### src/rtl/twpm_pkg.sv
// rtl/twpm_pkg.sv - shared register map, FSM encoding and constants for the TPM command bridge
package twpm_pkg;

    localparam logic [7:0] REG_STATUS     = 8'h00;
    localparam logic [7:0] REG_OP_TYPE    = 8'h04;
    localparam logic [7:0] REG_LOCALITY   = 8'h08;
    localparam logic [7:0] REG_BUF_SIZE   = 8'h0C;
    localparam logic [7:0] REG_IRQ_STATUS = 8'h10;
    localparam logic [7:0] REG_IRQ_EN     = 8'h14;
    localparam logic [7:0] REG_COMPLETE   = 8'h40;

    localparam logic [31:0] TWPM_DEFAULT_READ = 32'hBADFABAC;

    localparam int IRQ_EXEC_BIT  = 0;
    localparam int IRQ_ABORT_BIT = 1;

    typedef enum logic [1:0] {
        ST_IDLE     = 2'd0,
        ST_SETTLE   = 2'd1,
        ST_BUSY     = 2'd2,
        ST_COMPLETE = 2'd3
    } twpm_state_e;

endpackage

### src/rtl/twpm_sync_edge.sv
// rtl/twpm_sync_edge.sv - N-stage synchroniser with a registered rising-edge flag
module twpm_sync_edge #(
    parameter int STAGES = 2
) (
    input  logic wb_clk,
    input  logic rstn_i,
    input  logic d,
    output logic q,
    output logic rise
);

    logic [STAGES-1:0] sync_q;
    logic              q_d;

    always_ff @(posedge wb_clk or negedge rstn_i) begin
        if (!rstn_i) begin
            sync_q <= '0;
            q_d    <= 1'b0;
            rise   <= 1'b0;
        end else begin
            sync_q <= {sync_q[STAGES-2:0], d};
            q_d    <= sync_q[STAGES-1];
            rise   <= sync_q[STAGES-1] & ~q_d;
        end
    end

    assign q = sync_q[STAGES-1];

endmodule

### src/rtl/twpm_cmd_bridge.sv
// rtl/twpm_cmd_bridge.sv - Wishbone control/status bridge between the LPC TPM register file and the CPU
module twpm_cmd_bridge
    import twpm_pkg::*;
#(
    parameter int          RAM_ADDR_WIDTH     = 11,
    parameter int          SYNC_STAGES        = 2,
    parameter int          COMPLETE_MIN       = 20,
    parameter int          COMPLETE_MAX       = 4095,
    parameter logic [31:0] DEFAULT_READ_VALUE = TWPM_DEFAULT_READ
) (
    input  logic                      wb_clk,
    input  logic                      rstn_i,
    input  logic [16:0]               wb_adr_i,
    input  logic [31:0]               wb_dat_i,
    output logic [31:0]               wb_dat_o,
    input  logic                      wb_we_i,
    input  logic [3:0]                wb_sel_i,
    input  logic                      wb_stb_i,
    input  logic                      wb_cyc_i,
    output logic                      wb_ack_o,
    input  logic                      exec_i,
    input  logic                      abort_i,
    input  logic [3:0]                op_type_i,
    input  logic [3:0]                locality_i,
    input  logic [RAM_ADDR_WIDTH-1:0] buf_len_i,
    output logic                      complete_o,
    output logic                      ram_owner_o,
    output logic                      irq_o
);

    localparam int CNT_W = $clog2(COMPLETE_MAX + 1);

    logic exec_s, exec_rise, abort_s, abort_rise;

    twpm_sync_edge #(.STAGES(SYNC_STAGES)) u_sync_exec (
        .wb_clk (wb_clk),
        .rstn_i (rstn_i),
        .d      (exec_i),
        .q      (exec_s),
        .rise   (exec_rise)
    );

    twpm_sync_edge #(.STAGES(SYNC_STAGES)) u_sync_abort (
        .wb_clk (wb_clk),
        .rstn_i (rstn_i),
        .d      (abort_i),
        .q      (abort_s),
        .rise   (abort_rise)
    );

    assign ram_owner_o = exec_s;

    logic                      window, bus_req, wr_en;
    logic [RAM_ADDR_WIDTH-1:0] byte_off;
    logic                      wr_complete, wr_irq_status, wr_irq_en;

    assign window        = (wb_adr_i[16:RAM_ADDR_WIDTH] == '0);
    assign bus_req       = wb_cyc_i & wb_stb_i & window & ~wb_ack_o;
    assign wr_en         = bus_req & wb_we_i & wb_sel_i[0];
    assign byte_off      = {wb_adr_i[RAM_ADDR_WIDTH-1:2], 2'b00};
    assign wr_complete   = wr_en & (byte_off == RAM_ADDR_WIDTH'(REG_COMPLETE));
    assign wr_irq_status = wr_en & (byte_off == RAM_ADDR_WIDTH'(REG_IRQ_STATUS));
    assign wr_irq_en     = wr_en & (byte_off == RAM_ADDR_WIDTH'(REG_IRQ_EN));

    logic unused_bus_bits;
    assign unused_bus_bits = ^{wb_sel_i[3:1], wb_dat_i[31:2], wb_adr_i[1:0]};

    always_ff @(posedge wb_clk or negedge rstn_i) begin
        if (!rstn_i) wb_ack_o <= 1'b0;
        else         wb_ack_o <= bus_req;
    end

    twpm_state_e state, state_nxt;
    logic [CNT_W-1:0] cnt;
    logic             snap_load, set_exec, cnt_done;

    assign cnt_done = (!exec_s && (cnt >= CNT_W'(COMPLETE_MIN - 1))) ||
                      (cnt == CNT_W'(COMPLETE_MAX));

    always_ff @(posedge wb_clk or negedge rstn_i) begin
        if (!rstn_i) state <= ST_IDLE;
        else         state <= state_nxt;
    end

    // Abort and an early exec drop take priority over a completion request.
    always_comb begin
        state_nxt = state;
        case (state)
            ST_IDLE:     if (exec_rise) state_nxt = ST_SETTLE;
            ST_SETTLE:   state_nxt = (abort_rise || !exec_s) ? ST_IDLE : ST_BUSY;
            ST_BUSY: begin
                if (abort_rise || !exec_s) state_nxt = ST_IDLE;
                else if (wr_complete)      state_nxt = ST_COMPLETE;
            end
            ST_COMPLETE: if (cnt_done) state_nxt = ST_IDLE;
            default:     state_nxt = ST_IDLE;
        endcase
    end

    always_comb begin
        complete_o = 1'b0;
        snap_load  = 1'b0;
        set_exec   = 1'b0;
        case (state)
            ST_SETTLE: begin
                snap_load = 1'b1;
                set_exec  = 1'b1;
            end
            ST_COMPLETE: complete_o = 1'b1;
            default: ;
        endcase
    end

    // Counter sits at zero outside COMPLETE so entry always starts the hold time from 0.
    always_ff @(posedge wb_clk or negedge rstn_i) begin
        if (!rstn_i)                          cnt <= '0;
        else if (state != ST_COMPLETE)        cnt <= '0;
        else if (cnt != CNT_W'(COMPLETE_MAX)) cnt <= cnt + 1'b1;
    end

    logic [3:0]                snap_op, snap_loc;
    logic [RAM_ADDR_WIDTH-1:0] snap_len;

    always_ff @(posedge wb_clk or negedge rstn_i) begin
        if (!rstn_i) begin
            snap_op  <= '0;
            snap_loc <= '0;
            snap_len <= '0;
        end else if (snap_load) begin
            snap_op  <= op_type_i;
            snap_loc <= locality_i;
            snap_len <= buf_len_i;
        end
    end

    logic [1:0] pend, pend_nxt, irq_en, irq_en_nxt;

    // Sets are applied after the W1C so a coincident set wins.
    always_comb begin
        pend_nxt = pend;
        if (wr_irq_status) pend_nxt = pend & ~wb_dat_i[1:0];
        if (set_exec)      pend_nxt[IRQ_EXEC_BIT]  = 1'b1;
        if (abort_rise)    pend_nxt[IRQ_ABORT_BIT] = 1'b1;
        irq_en_nxt = wr_irq_en ? wb_dat_i[1:0] : irq_en;
    end

    always_ff @(posedge wb_clk or negedge rstn_i) begin
        if (!rstn_i) begin
            pend   <= '0;
            irq_en <= '0;
            irq_o  <= 1'b0;
        end else begin
            pend   <= pend_nxt;
            irq_en <= irq_en_nxt;
            irq_o  <= |(pend_nxt & irq_en_nxt);
        end
    end

    always_comb begin
        wb_dat_o = DEFAULT_READ_VALUE;
        case (byte_off)
            RAM_ADDR_WIDTH'(REG_STATUS):
                wb_dat_o = {27'b0, pend[IRQ_ABORT_BIT], pend[IRQ_EXEC_BIT], complete_o, abort_s, exec_s};
            RAM_ADDR_WIDTH'(REG_OP_TYPE):    wb_dat_o = 32'(snap_op);
            RAM_ADDR_WIDTH'(REG_LOCALITY):   wb_dat_o = 32'(snap_loc);
            RAM_ADDR_WIDTH'(REG_BUF_SIZE):   wb_dat_o = 32'(snap_len);
            RAM_ADDR_WIDTH'(REG_IRQ_STATUS): wb_dat_o = {30'b0, pend};
            RAM_ADDR_WIDTH'(REG_IRQ_EN):     wb_dat_o = {30'b0, irq_en};
            RAM_ADDR_WIDTH'(REG_COMPLETE):   wb_dat_o = 32'b0;
            default: ;
        endcase
    end

endmodule

### config.mk
export PLATFORM = sky130hd
export DESIGN_NAME = twpm_cmd_bridge
export DESIGN_NICKNAME = d
export VERILOG_FILES = /design/src/rtl/twpm_pkg.sv /design/src/rtl/twpm_sync_edge.sv /design/src/rtl/twpm_cmd_bridge.sv
export SDC_FILE = /design/constraint.sdc
export NUM_CORES = 1
export LEC_CHECK = 0
export ABC_AREA = 1
export CORE_ASPECT_RATIO = 2
export CORE_MARGIN = 8
export CORE_UTILIZATION = 45
export DETAILED_ROUTE_END_ITERATION = 16
export PLACE_DENSITY = 0.85
export SYNTH_ARGS = -nofsm -noshare
export SYNTH_HDL_FRONTEND = slang
export SYNTH_HIERARCHICAL = 1
export SYNTH_SLANG_ARGS = --single-unit
### constraint.sdc
create_clock -name wb_clk -period 3.35 [get_ports wb_clk]
set_clock_uncertainty 0.05 [all_clocks]
set_input_delay 0.8375 -clock wb_clk [delete_from_list [all_inputs] [get_ports wb_clk]]
set_output_delay 0.8375 -clock wb_clk [all_outputs]
set_load 0.05 [all_outputs]
Word-level counts from Yosys, hierarchy flattened
Cells that the tools add are included.
{"block": "totals", "out_inout_bits": 36, "word_cells": 73, "romBits": 0, "register_bits": 47, "inputBits": 79, "latch_bits": 0, "n_memories": 0, "mem_bits_rw": 0}
{"block": "op_classes", "shift": 0, "n_reduce_logical": 10, "div_mod_pow": 0, "n_bitwise": 16, "addsub": 1, "eq_ne": 15, "muxes": 15, "order_cmp": 1, "mul": 0}
{"operator": "case mux 32 bit (7 select lines)", "n": 1}
{"operator": "2-to-1 mux 12 bit", "n": 2}
{"operator": "== test 9 x 2 -> 1 bit (second input constant)", "n": 2}
{"operator": "== test 9 x 3 -> 1 bit (second input constant)", "n": 2}
{"operator": "2-to-1 mux 2 bit", "n": 7}
{"operator": "adder 12 x 1 -> 12 bit (second input constant)", "n": 1}
{"operator": "== test 12 bit (second input constant)", "n": 1}
{"operator": ">= comparator 12 x 5 -> 1 bit (second input constant)", "n": 1}
{"operator": "!= test 12 bit (second input constant)", "n": 1}
{"operator": "logical NOT 11 bit", "n": 1}
{"operator": "bitwise AND 1 bit", "n": 10}
{"operator": "== test 9 x 1 -> 1 bit (second input constant)", "n": 1}
{"operator": "== test 9 x 5 -> 1 bit (second input constant)", "n": 1}
{"operator": "case mux 2 bit (4 select lines)", "n": 1}
{"operator": "logical NOT 6 bit", "n": 1}
{"operator": "bitwise AND 2 bit", "n": 2}
{"operator": "== test 2 bit (second input constant)", "n": 2}
{"operator": "2-to-1 mux 1 bit", "n": 4}
{"operator": "!= test 2 bit (second input constant)", "n": 2}
{"operator": "!= test 3 bit (second input constant)", "n": 1}
{"operator": "NOT 1 bit", "n": 3}
{"operator": "AND reduction 3 bit", "n": 1}
{"operator": "== test 2 x 1 -> 1 bit (second input constant)", "n": 1}
{"operator": "logical NOT 2 bit", "n": 1}
{"operator": "other kinds (7)", "n": 8}

Depth between registers and ports, before layout
Gate-level depths: netlist (run 1).
{"block": "depth", "depth_word": 10, "depth_mapped": 10, "ltp_nobuf": 10}

Hierarchy
The synthesis (run 1) kept the hierarchy.
{"mod": "twpm_cmd_bridge", "cells_per_inst": 300, "seq_area_each_um2": 975.9, "area_each_um2": 2422.3, "n_inst": 1}
{"mod": "twpm_sync_edge", "cells_per_inst": 6, "seq_area_each_um2": 100.1, "area_each_um2": 110.1, "n_inst": 2}

Least setup slack after synthesis (run 1)
No wires, ideal clock.
{"block": "synth_timing", "path_type": "in2out", "from": "in wb_adr_i[9]", "to": "out wb_dat_o[4]", "path_stages": 5, "t_required_ns": 2.463, "t_arrival_ns": 2.432, "setup_slack_ns": 0.030, "path_buffers": 0, "path_cell_list": "nor2_4 -> nand3_2 -> nor2_2 -> inv_2 -> o21ai_0"}
{"block": "synth_between", "elab_chain_cells": 2, "word_cells_on_any_way": 8, "cone_classes": "eq/ne (6); mux (1); reduce/logical (1)"}
{"element": "start: declaration", "line_no": "twpm_cmd_bridge.sv:13", "text": "input logic [16:0] wb_adr_i,"}
{"element": "== test 9 x 5 -> 1 bit, or another cell as far along", "line_no": "twpm_cmd_bridge.sv:161", "text": "case (byte_off)"}
{"element": "case mux 32 bit (7 select lines) (*)", "line_no": "twpm_cmd_bridge.sv:161"}
{"element": "end: declaration", "line_no": "twpm_cmd_bridge.sv:15", "text": "output logic [31:0] wb_dat_o,"}
Mark *: on every way between the ends. The rest lies on a longest branch, timed or not.

Worst setup path after layout (run 1)
{"block": "layout_timing", "from": "in wb_adr_i[2]", "to": "out wb_dat_o[10]"}
The elaborated chain is that of the path after synthesis.

==> metrics.csv, run 1 <==
stage,metric,value,unit
worst_setup_path,Arrival @ worst endpoint,2420,ps
die,core box area,0.00571,mm²
sta,final setup fails,0,
layout,Syn-to-layout area delta,48.1,%
place,pre-CTS WS,-95.7,ps
sta,Hold WS,301,ps
routing,M1 wire length,2520,µm
synthesis,"Seq/Total Area, Yosys",44.5,%
cts,H-tree Lvls,2,
synthesis,Area contributors post-synth,"dfrtp_1, nand2_1, buf_4",
sta,Final Hold Fails,0,
cts,CTS buffer count,5,
die,Die X,70.2,µm
synthesis,register bit total from synthesis,47,
worst_setup_path,CP max FO,7,
sta,RSZ-0062 raised after global routing,true,
synthesis,Synth warnings,6,
global_routing,number of global-route vias before repair,2545,
worst_setup_path,Crit path max-delay family,buffers and inverters,
routing,First DRT Iteration DRCs,57,
synthesis,"Cell Area, Synth",0.00264,mm²
routing,vias per inst,5.28,
sta,measured slew at the worst slew-check pin,1080,ps
worst_setup_path,CP max-delay cell,clkdlybuf4s50_1,
synthesis,"Distinct cells, synth",32,
place,Port Buffers,73,
die,num ports,115,
worst_hold_path,worst hold path class,flip-flop to flip-flop,
place,GP Congestion,0.821,
global_routing,first-pass GRT wire length,12400,µm
worst_setup_path,nature of the critical path startpoint,primary input,
layout,Finished Layout Cells,447,
routing,routed length per instance,17.3,µm
cts,TritonCTS clock tree,done,
worst_setup_path,CP Data Required Time,2460,ps
cts,# clock sinks,47,
layout,fin util,68.6,%
routing,DR vias,2362,
power,PD cells,495,mW/mm²
global_routing,largest net degree at the start of global routing,48,
cts,clock-pin slew on the worst setup and hold paths,70,ps
global_routing,GRT Overall Usage,17.7,%
routing,router iterations before antenna repair,4,
routing,DR WL met2,4390,µm
cts,clk buf depth,2,
die,Initial Util,46.3,%
layout,layout cells sized above 1,24.6,%
place,DP Cell Count,438,
synthesis,"Avg Cell Area, Syn",8.47,µm²
cts,clock latency on the worst-skew pair,300,ps
flow_run,MaxCap Viol Count,0,
die,row count,39,
synthesis,asr flop ratio synth,100,%
routing,DRC,0,
cts,setup repair bufs after CTS,0,
routing,ANT nets after route,0,
synthesis,"EDFF count, synth",0,
cts,clock root buffer master,clkbuf_16,
worst_setup_path,critical path's most frequent cell,buf_4,
power,peak supply drop,579,µV
synthesis,Cells after Synth,312,
layout,multi-input logic area,0.00119,mm²
synthesis,top cell type's share of synthesized area,44.5,%
synthesis,leading area contributor after synthesis,dfrtp_1,
layout,storage element area,0.00118,mm²
sta,fmax,0.302,GHz
synthesis,"Top FF cell, synth",dfrtp_1,
synthesis,"top cells by count, synth","nand2_1, dfrtp_1, inv_1",
layout,number of fill cells in the layout,431,
global_routing,gr ovfl total,0,
layout,n_diodes,0,
layout,Nets,465,
worst_setup_path,WP buf/inv,5,
global_routing,initial antenna violation count,0,
routing,drt total wl,7710,µm
sta,post-layout minimum cycle time,3310,ps
worst_setup_path,worst path cell trace,"clkdlybuf4s50_1, buf_4, nand3_2, nor2_4, buf_4, inv_1, nor2_1, buf_12",
worst_setup_path,CP Capture Type,output pin,
status,status,"finished, final reports clean",
sta,min setup slack post-route,43.8,ps
routing,Top Layer Used,met4,
worst_setup_path,Crit Path Category,primary input to output pin,
sta,relative slew slack,28.3,%
sta,Tcrit/Tclk final,98.7,%
synthesis,"count leader, synth",nand2_1,
sta,Final Slew Violations,0,
die,die area,0.00873,mm²
routing,met3 wire length,541,µm
place,Detail Placement HPWL,5660,µm
power,Static Leak,1.76,nW
worst_setup_path,CP peak stage delay,550,ps
die,Die Height,124,µm
final timing paths:
check	depth (start not counted)	slack, ps	from	to
worst max register to register	7	1760	cnt[0]	cnt[9]
max in group asynchronous	1	1900	rstn_i	irq_en[0]
worst min register to register	0	300	u_sync_exec/sync_q[0]	u_sync_exec/sync_q[1]
worst min-delay path	0	300	u_sync_exec/sync_q[0]	u_sync_exec/sync_q[1]
worst max-delay path	8	40	wb_adr_i[2]	wb_dat_o[10]
min in group asynchronous	1	680	rstn_i	snap_loc[1]
repair_timing:
action,in CTS,in global routing
cloned,0,1
pin swaps,0,3
hold buffers,0,0
setup endpoints to repair,18,23
resized for setup,4,9
metal layers:
metal,vias to the layer above,GRT usage [%]
met2,83,33.2
met1,1137,15.6
li1,1119,-
met3,23,6.38
met4,0,8.81
met5,-,0
layout make-up:
type	instances	area share, %
well taps	61	1.95
inverters	45	4.32
clock buffers	5	3.20
flip-flops and latches	47	30.1
multi-input cells	203	30.5
repair buffers	83	28.2
clock inverters	3	1.82
cells by family (layout without fill, tap and decap cells):
family                     Yosys count  count (layout)  share of synthesized area (%)
and+or+nand+nor                    151             151                           30.1
DFF                                 47              47                           44.5
xor gates and xnor gates             1               1                          0.331
adders and majority gates            1               1                          0.473
buffers and inverters               67             136                           12.5
other                                1               6                          0.142
muxes                               13              13                           5.54
AOI/OAI and AO/OA                   31              31                           6.39
sequential cells by signal, summed over array words and instances (netlist names), 4 cells and up:
| register | cells |
|---|---|
| snap_len | 11 |
| snap_loc | 4 |
| cnt | 12 |
| snap_op | 4 |
per-stage QoR:
| stage | cell area [µm²] | total power, mW | TNS [ps] |
|---|---|---|---|
| 2_1_floorplan | 2660 | 1.10 | 0 |
| 3_3_place_gp | 3650 | 1.22 | 0 |
| 6_report | 3910 | 1.94 | 0 |
| 3_5_place_dp | 3650 | 1.26 | -335 |
| 4_1_cts | 3860 | 1.94 | 0 |
| 5_1_grt | 3910 | 2.03 | -570 |
cells in the final DEF (no fill, tap or decap), types with 2 or more instances in the layout:
cell type	n
clkinv_1	2
o31ai_1	2
inv_1	37
a31oi_1	2
mux2_2	6
bufinv_16	2
buf_12	28
o21ai_1	4
inv_2	6
clkdlybuf4s50_1	45
mux2_1	7
nor2_4	8
nand3_4	2
buf_4	7
nand3_1	18
dfrtp_1	47
o21ai_0	3
nand4_1	7
nor3_1	3
conb_1	6
and3_1	2
nand3_2	6
clkbuf_16	6
nor3_2	4
nand2_1	57
nand2_2	5
nor2_1	28
nor2_2	9
a21oi_1	17
where the power goes:
group	internal, mW	switching [mW]
logic	0.208	0.266
registers	0.709	0.0890
clock network	0.433	0.231
total	1.35	0.586
Power figures use the tool's default switching activity.
==> run 2, diff against run 1 <==
--- a/config.mk
+++ b/config.mk
@@ -9,8 +9,9 @@
 export CORE_ASPECT_RATIO = 2
 export CORE_MARGIN = 8
 export CORE_UTILIZATION = 45
+export CTS_CLUSTER_SIZE = 16
 export DETAILED_ROUTE_END_ITERATION = 16
-export PLACE_DENSITY = 0.85
+export PLACE_DENSITY = 0.95
 export SYNTH_ARGS = -nofsm -noshare
 export SYNTH_HDL_FRONTEND = slang
 export SYNTH_HIERARCHICAL = 1
==> metrics.csv, run 2 (synthesis results as in run 1) <==
stage,metric,value,unit
status,status,"complete, but fails checks",
status,failing checks,setup timing,
cts,clock root buffer master,clkbuf_16,
worst_setup_path,nature of the critical path startpoint,primary input,
layout,Nets,473,
die,Die X,70.2,µm
worst_setup_path,RR Endpoint,state[0],
layout,fin util,70.0,%
die,Initial Util,46.3,%
power,Design Power,1.87,mW
die,die area,0.00873,mm²
cts,clk buf depth,2,
cts,H-tree Lvls,2,
cts,clock latency on the worst-skew pair,290,ps
sta,fmax,0.298,GHz
power,peak supply drop,530,µV
die,row count,39,
worst_setup_path,Crit Path Category,primary input to output pin,
routing,router iterations before antenna repair,5,
worst_setup_path,Worst R2R Start,cnt[0],
routing,First DRT Iteration DRCs,157,
worst_setup_path,CP Data Required Time,2460,ps
layout,most frequent cells in the layout,"nand2_1, dfrtp_1, clkdlybuf4s50_1",
routing,ANT nets after route,0,
cts,# clock sinks,47,
worst_setup_path,CP max FO,7,
global_routing,number of global-route vias before repair,2764,
power,PD cells,468,mW/mm²
cts,CTS buffer count,5,
routing,drt total wl,9060,µm
place,GP Congestion,0.914,
layout,Syn-to-layout area delta,51.2,%
layout,top flop regs,"cnt: 12 flops, snap_len: 11 flops",
place,DP Cell Count,443,
die,core box area,0.00571,mm²
place,pre-CTS WS,-58.6,ps
worst_hold_path,Hold Crit Depth,0,
place,Area after DPL,0.00368,mm²
sta,setup TNS,-14.3,ps
cts,hold_buf cts,0,
worst_hold_path,worst hold path class,flip-flop to flip-flop,
flow_run,MaxCap Viol Count,0,
place,Detail Placement HPWL,5850,µm
sta,min setup slack post-route,-2.86,ps
global_routing,gr ovfl total,0,
global_routing,largest net degree at the start of global routing,48,
sta,post-layout minimum cycle time,3350,ps
die,Die Height,124,µm
worst_setup_path,"reg-to-reg slack, setup",1620,ps
worst_setup_path,R2R cell count,7,
worst_hold_path,Hold Path Origin,u_sync_exec/sync_q[0],
cts,TritonCTS clock tree,done,
power,Static Leak,1.86,nW
routing,DRC,0,
routing,DR vias,2632,
worst_setup_path,Arrival @ worst endpoint,2470,ps
place,Port Buffers,73,
layout,layout cells sized above 1,27.7,%
sta,Hold WS,302,ps
sta,measured slew at the worst slew-check pin,1050,ps
sta,final setup fails,7,
layout,Finished Layout Cells,454,
layout,"commonest non-fill, non-tap cell in the layout",nand2_1,
layout,n_diodes,0,
sta,relative slew slack,29.9,%
sta,Tcrit/Tclk final,100,%
cts,clock-pin slew on the worst setup and hold paths,60,ps
die,num ports,115,
layout,Reg with most FFs,cnt,
global_routing,initial antenna violation count,0,
global_routing,GRT Overall Usage,19.0,%
layout,Largest register FFs,12,
routing,vias per inst,5.80,
worst_setup_path,CP Capture Type,output pin,
global_routing,first-pass GRT wire length,13400,µm
layout,design area,0.00400,mm²
worst_hold_path,hold path endpoint,u_sync_exec/sync_q[1],
sta,Final Hold Fails,0,
sta,Final Slew Violations,0,
routing,routed length per instance,20.0,µm
## run 2: what timing repair did
| item | 4_1_cts | 5_1_grt |
|---|---|---|
| endpoints found under the hold margin | 0 | 0 |
| resized for setup | 4 | 28 |
| endpoints found under the setup margin | 18 | 23 |
| buffers inserted | 0 | 3 |
| pin swaps | 2 | 8 |
| gates cloned | 0 | 1 |
## run 2: power breakdown
| group | leakage [nW] | switching, mW | internal [mW] | total [mW] |
|---|---|---|---|---|
| combinational | 1.21 | 0.292 | 0.211 | 0.502 |
| sequential | 0.578 | 0.0985 | 0.710 | 0.808 |
| clock | 0.0759 | 0.212 | 0.348 | 0.560 |
| total | 1.86 | 0.602 | 1.27 | 1.87 |
## run 2: worst max path at each step
stage                               to  cells after the start         start
after detailed placement  wb_dat_o[31]                      9   wb_adr_i[6]
after global placement    wb_dat_o[25]                      9   wb_adr_i[9]
after floorplan            wb_dat_o[4]                      5   wb_adr_i[9]
final                     wb_dat_o[23]                      9  wb_adr_i[10]
after CTS                 wb_dat_o[31]                      9   wb_adr_i[7]
after global routing      wb_dat_o[23]                      9  wb_adr_i[10]
## run 2: area by class of cell
class                      count  area (µm²)
multi-input combinational    203        1240
timing repair buffer          91        1170
tap                           61        76.3
clock inverter                 2        37.5
clock buffer                   5         125
inverter                      45         169
fill                         363        1710
sequential                    47        1180
## run 2: layer usage
metal	up-vias	share of wire (%)	GRT usage, %	wire length, µm
li1	1130	-	-	-
met5	-	0	0	0
met4	0	6.3	13.6	567
met1	1260	32	17.9	2890
met3	57	7.4	4.47	669
met2	185	54	34.3	4930
## run 2: worst max-delay path, cell delays in order
cell	delay, ps
clkdlybuf4s50_1	430
inv_2	140
nand4_1	170
nor2_1	200
inv_1	100
nand4_4	150
inv_2	90
clkbuf_16	180
buf_12	150
